File: config.mk
export PLATFORM = sky130hd
export DESIGN_NAME = multicycle_decoder
export DESIGN_NICKNAME = d
export VERILOG_FILES = /design/src/rtl/cpu_pkg.sv /design/src/rtl/instr_fields.sv /design/src/rtl/multicycle_decoder.sv
export SDC_FILE = /design/constraint.sdc
export NUM_CORES = 1
export LEC_CHECK = 0
export CAP_MARGIN = 10
export CELL_PAD_IN_SITES_DETAIL_PLACEMENT = 0
export CELL_PAD_IN_SITES_GLOBAL_PLACEMENT = 1
export CORE_UTILIZATION = 40
export CTS_BUF_LIST = sky130_fd_sc_hd__clkbuf_4
export DETAILED_ROUTE_END_ITERATION = 8
export DONT_BUFFER_PORTS = 1
export PLACE_DENSITY_LB_ADDON = 0.1
export SLEW_MARGIN = 10
export SYNTH_ARGS = -nofsm -noshare
export SYNTH_HDL_FRONTEND = slang
export SYNTH_SLANG_ARGS = --single-unit
File: constraint.sdc
create_clock -name clk -period 1.98 [get_ports clk]
set_input_delay 0.297 -clock clk [delete_from_list [all_inputs] [get_ports clk]]
set_output_delay 0.297 -clock clk [all_outputs]
set_load 0.02 [all_outputs]
File: src/rtl/cpu_pkg.sv
// Shared encodings for the multi-cycle MIPS-subset control path: FSM states, opcodes,
// funct codes, ALU commands and the datapath mux select encodings.
package cpu_pkg;

  typedef enum logic [2:0] {
    S_FETCH  = 3'd0,
    S_DECODE = 3'd1,
    S_EXEC   = 3'd2,
    S_MEM    = 3'd3,
    S_WB     = 3'd4,
    S_HALT   = 3'd5,
    S_TRAP   = 3'd6
  } state_t;

  localparam logic [5:0] OP_RTYPE = 6'd0;
  localparam logic [5:0] OP_J     = 6'd2;
  localparam logic [5:0] OP_JAL   = 6'd3;
  localparam logic [5:0] OP_BEQ   = 6'd4;
  localparam logic [5:0] OP_BNE   = 6'd5;
  localparam logic [5:0] OP_ADDI  = 6'd8;
  localparam logic [5:0] OP_ADDIU = 6'd9;
  localparam logic [5:0] OP_SLTI  = 6'd10;
  localparam logic [5:0] OP_XORI  = 6'd14;
  localparam logic [5:0] OP_LW    = 6'd35;
  localparam logic [5:0] OP_SW    = 6'd43;

  localparam logic [5:0] FN_JR      = 6'd8;
  localparam logic [5:0] FN_SYSCALL = 6'd12;
  localparam logic [5:0] FN_ADD     = 6'd32;
  localparam logic [5:0] FN_SUB     = 6'd34;
  localparam logic [5:0] FN_XOR     = 6'd38;
  localparam logic [5:0] FN_SLT     = 6'd42;

  localparam logic [2:0] ALU_ADD = 3'd0;
  localparam logic [2:0] ALU_SUB = 3'd1;
  localparam logic [2:0] ALU_XOR = 3'd2;
  localparam logic [2:0] ALU_SLT = 3'd3;

  localparam logic [1:0] PC_PLUS4  = 2'd0;
  localparam logic [1:0] PC_REG    = 2'd1;
  localparam logic [1:0] PC_JUMP   = 2'd2;
  localparam logic [1:0] PC_BRANCH = 2'd3;

  localparam logic [1:0] DST_RD = 2'd0;
  localparam logic [1:0] DST_RT = 2'd1;
  localparam logic [1:0] DST_RA = 2'd2;

  localparam logic [1:0] WB_ALU = 2'd0;
  localparam logic [1:0] WB_MDR = 2'd1;
  localparam logic [1:0] WB_PC  = 2'd2;

  localparam logic [1:0] SRCB_RT   = 2'd0;
  localparam logic [1:0] SRCB_FOUR = 2'd1;
  localparam logic [1:0] SRCB_IMM  = 2'd2;

  localparam logic SRCA_PC = 1'b0;
  localparam logic SRCA_RS = 1'b1;

  // ALU operation used from EXEC onward; address arithmetic for lw/sw is an ADD.
  function automatic logic [2:0] alu_op_of(input logic [5:0] op, input logic [5:0] fn);
    logic [2:0] cmd;
    cmd = ALU_ADD;
    case (op)
      OP_RTYPE: begin
        case (fn)
          FN_SUB:  cmd = ALU_SUB;
          FN_SLT:  cmd = ALU_SLT;
          FN_XOR:  cmd = ALU_XOR;
          default: cmd = ALU_ADD;
        endcase
      end
      OP_BEQ, OP_BNE: cmd = ALU_SUB;
      OP_SLTI:        cmd = ALU_SLT;
      OP_XORI:        cmd = ALU_XOR;
      default:        cmd = ALU_ADD;
    endcase
    return cmd;
  endfunction

endpackage

File: src/rtl/instr_fields.sv
// Combinational split of the latched instruction into register fields, the
// extended immediate (zero-extended for xori, sign-extended otherwise) and jump target.
module instr_fields
  import cpu_pkg::*;
#(
  parameter int DATA_W = 32,
  parameter int JIMM_W = 28
) (
  input  logic [31:0]       ir,
  output logic [4:0]        rs,
  output logic [4:0]        rt,
  output logic [4:0]        rd,
  output logic [DATA_W-1:0] immExt,
  output logic [JIMM_W-1:0] jImm
);

  logic zero_ext;

  assign zero_ext = (ir[31:26] == OP_XORI);
  assign rs       = ir[25:21];
  assign rt       = ir[20:16];
  assign rd       = ir[15:11];
  assign immExt   = zero_ext ? {{(DATA_W-16){1'b0}}, ir[15:0]}
                             : {{(DATA_W-16){ir[15]}}, ir[15:0]};
  assign jImm     = {ir[25:0], 2'b00};

endmodule

File: src/rtl/multicycle_decoder.sv
// Multi-cycle control FSM: sequences FETCH/DECODE/EXEC/MEM/WB and drives datapath enables.
// Optional macro ILLEGAL_TRAP_EN sends unsupported encodings to a sticky TRAP state.
module multicycle_decoder
  import cpu_pkg::*;
#(
  parameter int DATA_W = 32,
  parameter int JIMM_W = 28
) (
  input  logic              clk,
  input  logic              reset,
  input  logic [31:0]       memRdata,
  input  logic              memReady,
  input  logic              aluZero,
  output logic              memReq,
  output logic              memWrEn,
  output logic              iorD,
  output logic              irWrEn,
  output logic              pcWrEn,
  output logic [1:0]        pcSrc,
  output logic              regWrEn,
  output logic [1:0]        regDst,
  output logic [1:0]        writebackSrc,
  output logic              aluSrcA,
  output logic [1:0]        aluSrcB,
  output logic [2:0]        aluCommand,
  output logic [4:0]        rs,
  output logic [4:0]        rt,
  output logic [4:0]        rd,
  output logic [DATA_W-1:0] immExt,
  output logic [JIMM_W-1:0] jImm,
  output logic              halted,
  output logic              illegal,
  output logic [2:0]        state
);

`ifdef ILLEGAL_TRAP_EN
  localparam state_t BAD_NEXT = S_TRAP;
`else
  localparam state_t BAD_NEXT = S_FETCH;
`endif

  state_t      cur;
  state_t      nxt;
  logic [31:0] ir;
  logic [5:0]  op;
  logic [5:0]  fn;
  logic        is_rtype;
  logic        is_ralu;
  logic        is_jr;
  logic        is_sys;
  logic        is_j;
  logic        is_jal;
  logic        is_beq;
  logic        is_bne;
  logic        is_br;
  logic        is_ialu;
  logic        is_lw;
  logic        is_sw;
  logic        is_exec;
  logic        ir_load;
  logic        mem_req;
  logic        mem_wr;
  logic        pc_wr;
  logic        reg_wr;

  assign op       = ir[31:26];
  assign fn       = ir[5:0];
  assign is_rtype = (op == OP_RTYPE);
  assign is_ralu  = is_rtype && ((fn == FN_ADD) || (fn == FN_SUB) ||
                                 (fn == FN_SLT) || (fn == FN_XOR));
  assign is_jr    = is_rtype && (fn == FN_JR);
  assign is_sys   = is_rtype && (fn == FN_SYSCALL);
  assign is_j     = (op == OP_J);
  assign is_jal   = (op == OP_JAL);
  assign is_beq   = (op == OP_BEQ);
  assign is_bne   = (op == OP_BNE);
  assign is_br    = is_beq || is_bne;
  assign is_ialu  = (op == OP_ADDI) || (op == OP_ADDIU) || (op == OP_SLTI) || (op == OP_XORI);
  assign is_lw    = (op == OP_LW);
  assign is_sw    = (op == OP_SW);
  assign is_exec  = is_ralu || is_ialu || is_br || is_lw || is_sw;
  assign ir_load  = (cur == S_FETCH) && memReady;

  instr_fields #(
    .DATA_W(DATA_W),
    .JIMM_W(JIMM_W)
  ) u_fields (
    .ir    (ir),
    .rs    (rs),
    .rt    (rt),
    .rd    (rd),
    .immExt(immExt),
    .jImm  (jImm)
  );

  always_ff @(posedge clk) begin
    if (reset) begin
      cur <= S_FETCH;
      ir  <= '0;
    end else begin
      cur <= nxt;
      if (ir_load) ir <= memRdata;
    end
  end

  always_comb begin
    nxt = cur;
    case (cur)
      S_FETCH:  if (memReady) nxt = S_DECODE;
      S_DECODE: begin
        if (is_j || is_jal || is_jr) nxt = S_FETCH;
        else if (is_sys)             nxt = S_HALT;
        else if (is_exec)            nxt = S_EXEC;
        else                         nxt = BAD_NEXT;
      end
      S_EXEC: begin
        if (is_br)              nxt = S_FETCH;
        else if (is_lw || is_sw) nxt = S_MEM;
        else                    nxt = S_WB;
      end
      S_MEM:    if (memReady) nxt = is_sw ? S_FETCH : S_WB;
      S_WB:     nxt = S_FETCH;
      S_HALT:   nxt = S_HALT;
      S_TRAP:   nxt = S_TRAP;
      default:  nxt = S_FETCH;
    endcase
  end

  // ALU selects computed in EXEC stay applied through MEM/WB so the address is stable.
  always_comb begin
    mem_req      = 1'b0;
    mem_wr       = 1'b0;
    iorD         = 1'b0;
    pc_wr        = 1'b0;
    pcSrc        = PC_PLUS4;
    reg_wr       = 1'b0;
    regDst       = DST_RD;
    writebackSrc = WB_ALU;
    aluSrcA      = SRCA_PC;
    aluSrcB      = SRCB_RT;
    aluCommand   = ALU_ADD;
    case (cur)
      S_FETCH: begin
        mem_req = 1'b1;
        aluSrcB = SRCB_FOUR;
        pc_wr   = memReady;
      end
      S_DECODE: begin
        if (is_j || is_jal) begin
          pc_wr = 1'b1;
          pcSrc = PC_JUMP;
        end
        if (is_jal) begin
          reg_wr       = 1'b1;
          regDst       = DST_RA;
          writebackSrc = WB_PC;
        end
        if (is_jr) begin
          pc_wr = 1'b1;
          pcSrc = PC_REG;
        end
      end
      S_EXEC, S_MEM, S_WB: begin
        aluSrcA    = SRCA_RS;
        aluSrcB    = (is_ralu || is_br) ? SRCB_RT : SRCB_IMM;
        aluCommand = alu_op_of(op, fn);
        if (cur == S_EXEC && is_br) begin
          pcSrc = PC_BRANCH;
          pc_wr = is_beq ? aluZero : !aluZero;
        end
        if (cur == S_MEM) begin
          mem_req = 1'b1;
          iorD    = 1'b1;
          mem_wr  = is_sw;
        end
        if (cur == S_WB) begin
          reg_wr       = 1'b1;
          regDst       = is_ralu ? DST_RD : DST_RT;
          writebackSrc = is_lw ? WB_MDR : WB_ALU;
        end
      end
      default: ;
    endcase
  end

  assign memReq  = mem_req && !reset;
  assign memWrEn = mem_wr && !reset;
  assign irWrEn  = ir_load && !reset;
  assign pcWrEn  = pc_wr && !reset;
  assign regWrEn = reg_wr && !reset;
  assign halted  = (cur == S_HALT) && !reset;
  assign state   = cur;

`ifdef ILLEGAL_TRAP_EN
  assign illegal = (cur == S_TRAP) && !reset;
`else
  assign illegal = 1'b0;
`endif

endmodule
==> impl_metrics.env <==
export IMPL_outcome="complete, but fails checks"
export IMPL_violations="negative hold slack, negative setup slack"
export IMPL_drt_iter0_markers=92
export IMPL_routed_wl_mm=5.348
export IMPL_grtUsageTotal_pct=18.04
export IMPL_synth_async_reset_ratio_pct=0
export IMPL_synth_area_leaders="dfxtp_1, buf_4, nand2_1, a21oi_1, clkbuf_1"
export IMPL_min_period_ns=2.126
export IMPL_cts_made_buffers=5
export IMPL_num_rows=27
export IMPL_ioPinCount=134
export IMPL_fin_crit_sh_pct=107.4
export IMPL_max_stage_delay_ns=0.37
export IMPL_final_core_util_pct=41.63
export IMPL_final_common_cell="nand2_1"
export IMPL_viasPerCell=5.000
export IMPL_fmax_mhz=470.3
export IMPL_synth_area_mm2=0.002360
export IMPL_leakage_nw=0.9223
export IMPL_clock_sinks=35
export IMPL_clock_latency_ns=0.34
export IMPL_antenna_found_initial=0
export IMPL_yosys_warnings=0
export IMPL_dp_hpwl_mm=3.747
export IMPL_skew_ns=0.006629
export IMPL_ant_nets=0
export IMPL_yosysUniqueCellTypes=42
export IMPL_cts_reportedPaths_clkPinSlew_ns=0.12
export IMPL_routedWlPerCell_um=15.50
export IMPL_crit_chain="nor4_4, nand4_1, nor2_2, o21ai_2, a221oi_2, buf_4"
export IMPL_worst_setup_path_start_kind="register"
export IMPL_die_area_mm2=0.006210
export IMPL_cellPowerDensity_mw_per_mm2=800.4
export IMPL_hold_viol_final=1
export IMPL_drc=0
export IMPL_first_pass_iters=4
export IMPL_endpoint_kind="primary output"
export IMPL_cts_tree="done"
export IMPL_syn_inst=319
export IMPL_place_gp_congestion=0.7963
export IMPL_reg2reg_depth=6
export IMPL_drv_slew=0
export IMPL_setup_viol=21
export IMPL_crit_arrival_ns=1.83
export IMPL_area_delta_synth_final_pct=-1.060
export IMPL_yosys_area_top_type="dfxtp_1"
export IMPL_grt_pass1_wl_mm=8.618
export IMPL_worstPathMaxFanout=3
export IMPL_clock_root_buffer="clkbuf_4"
export IMPL_h_tree_depth=2
export IMPL_mostFrequentLayoutCells="nand2_1, buf_4, a21oi_1"
export IMPL_hp_class="in -> reg"
export IMPL_synthFlopType="dfxtp_1"
export IMPL_drive_above_1_share_pct=31.50
export IMPL_required_ns=1.68
export IMPL_rsz0062_at_grt="true"
export IMPL_peakVddDrop_mv=0.3465
export IMPL_nets=308
export IMPL_relSlewSlack_pct=59.72
export IMPL_fp_coreArea_mm2=0.005608
export IMPL_cts_buffer_depth=2
export IMPL_timing_hold_ws_ns=-0.0004611
export IMPL_chipWidth_um=78.81
export IMPL_fin_ws_ns=-0.1464
export IMPL_cap_violations=0
export IMPL_io_buffers=0
export IMPL_initial_core_util_pct=42.08
export IMPL_worst_slew_pin_slew_ns=0.6034
export IMPL_synth_edff_count=0
export IMPL_whs_path_depth=1
export IMPL_grt_max_degree=44
export IMPL_path_class="reg -> out"
export IMPL_first_global_vias=1752
export IMPL_synth_seq_cells=35
export IMPL_num_vias=1725
export IMPL_diodes=0
export IMPL_tns_ns=-1.843
export IMPL_dieHeight_um=78.81
export IMPL_yosysSeqAreaShare_pct=29.69
export IMPL_grt_overflow=0
export IMPL_cp_slowest_cell="dfxtp_4"
export IMPL_yosysTopAreaCellShare_pct=29.69
export IMPL_syn_avg_cell_area_um2=7.397
cells in the mapped netlist (all sizes together), types with 4 or more instances:
master	number
nand3	4
dfxtp	35
nor4	4
a21oi	37
nor3	4
nand2	76
and2	4
nor2	12
buf	85
clkbuf	14
and3	4
nor2b	6
routing by layer:
metal | vias up | wire length [um] | global-route usage [%]
li1 | 867 | - | -
met1 | 794 | 2383 | 21.56
met2 | 55 | 2526 | 29.83
met3 | 9 | 338 | 5.402
met4 | 0 | 99 | 7.593
met5 | - | 0 | 0
critical path, delay by kind of cell, from the launching register on:
| family | cells | cell delay [ns] |
|---|---|---|
| AOI/OAI and AO/OA | 2 | 0.33 |
| buffers and inverters | 1 | 0.19 |
| DFF | 1 | 0.37 |
| and+or+nand+nor | 3 | 0.59 |
per-stage QoR:
| stage | area (um^2) | power, mW | cells | worst slack (ns) | hold WS, ns |
|---|---|---|---|---|---|
| 6_report | 2335 | 1.869 | 345 | -0.1464 | -0.0004611 |
| 5_1_grt | 2335 | 1.986 | 345 | -0.3026 | -0.04386 |
| 4_1_cts | 2265 | 1.881 | 343 | -0.1914 | -0.02533 |
| 3_5_place_dp | 2097 | 1.334 | 331 | 0.1806 | 0.3720 |
| 3_3_place_gp | 2097 | 1.330 | 331 | 0.1969 | 0.3709 |
| 2_1_floorplan | 2377 | 1.374 | 322 | 0.05581 | 0.4330 |
kinds of logic (layout without fill, tap and decap cells):
group | Yosys count | count (layout) | synth area share, %
and+or+nand+nor | 125 | 125 | 25.77
buffers and inverters | 101 | 52 | 29.37
AOI/OAI and AO/OA | 54 | 54 | 13.89
DFF | 35 | 35 | 29.69
xor gates and xnor gates | 3 | 3 | 1.114
other | 1 | 4 | 0.1589
power breakdown:
group / switching (mW) / internal (mW) / leakage (nW)
Combinational: 0.281 / 0.175 / 0.589
Sequential: 0.138 / 0.756 / 0.291
Clock: 0.258 / 0.260 / 0.0426
Total: 0.678 / 1.19 / 0.922
registers in the layout, summed over array words and instances, names as in the netlist:
register / flops
ir: 32
state: 3
final cells by class:
class	count	area (um^2)
Fill cell	608	3273
Multi-Input combinational cell	186	1080
Sequential cell	35	716.9
Timing Repair Buffer	42	364.1
Tap cell	72	90.09
Clock inverter	3	38.79
Clock buffer	5	37.54
Inverter	2	7.507
worst paths after layout:
kind	startpoint	endpoint	slack, ns
worst max-delay path	ir[27]	pcWrEn	-0.15
worst min-delay path	reset	ir[8]	-0.0005
worst max register to register	ir[27]	state[2]	0.40
worst min register to register	ir[30]	ir[30]	0.53
timing repair:
| item | 4_1_cts | 5_1_grt |
|---|---|---|
| resized for setup | 25 | 17 |
| endpoints found under the setup margin | 25 | 30 |
| pin swaps | 13 | 11 |
| gates cloned | 0 | 0 |
| hold endpoints to repair | 31 | 31 |
| setup buffers | 4 | 2 |
No activity file was read; power rests on OpenSTA's default activity.
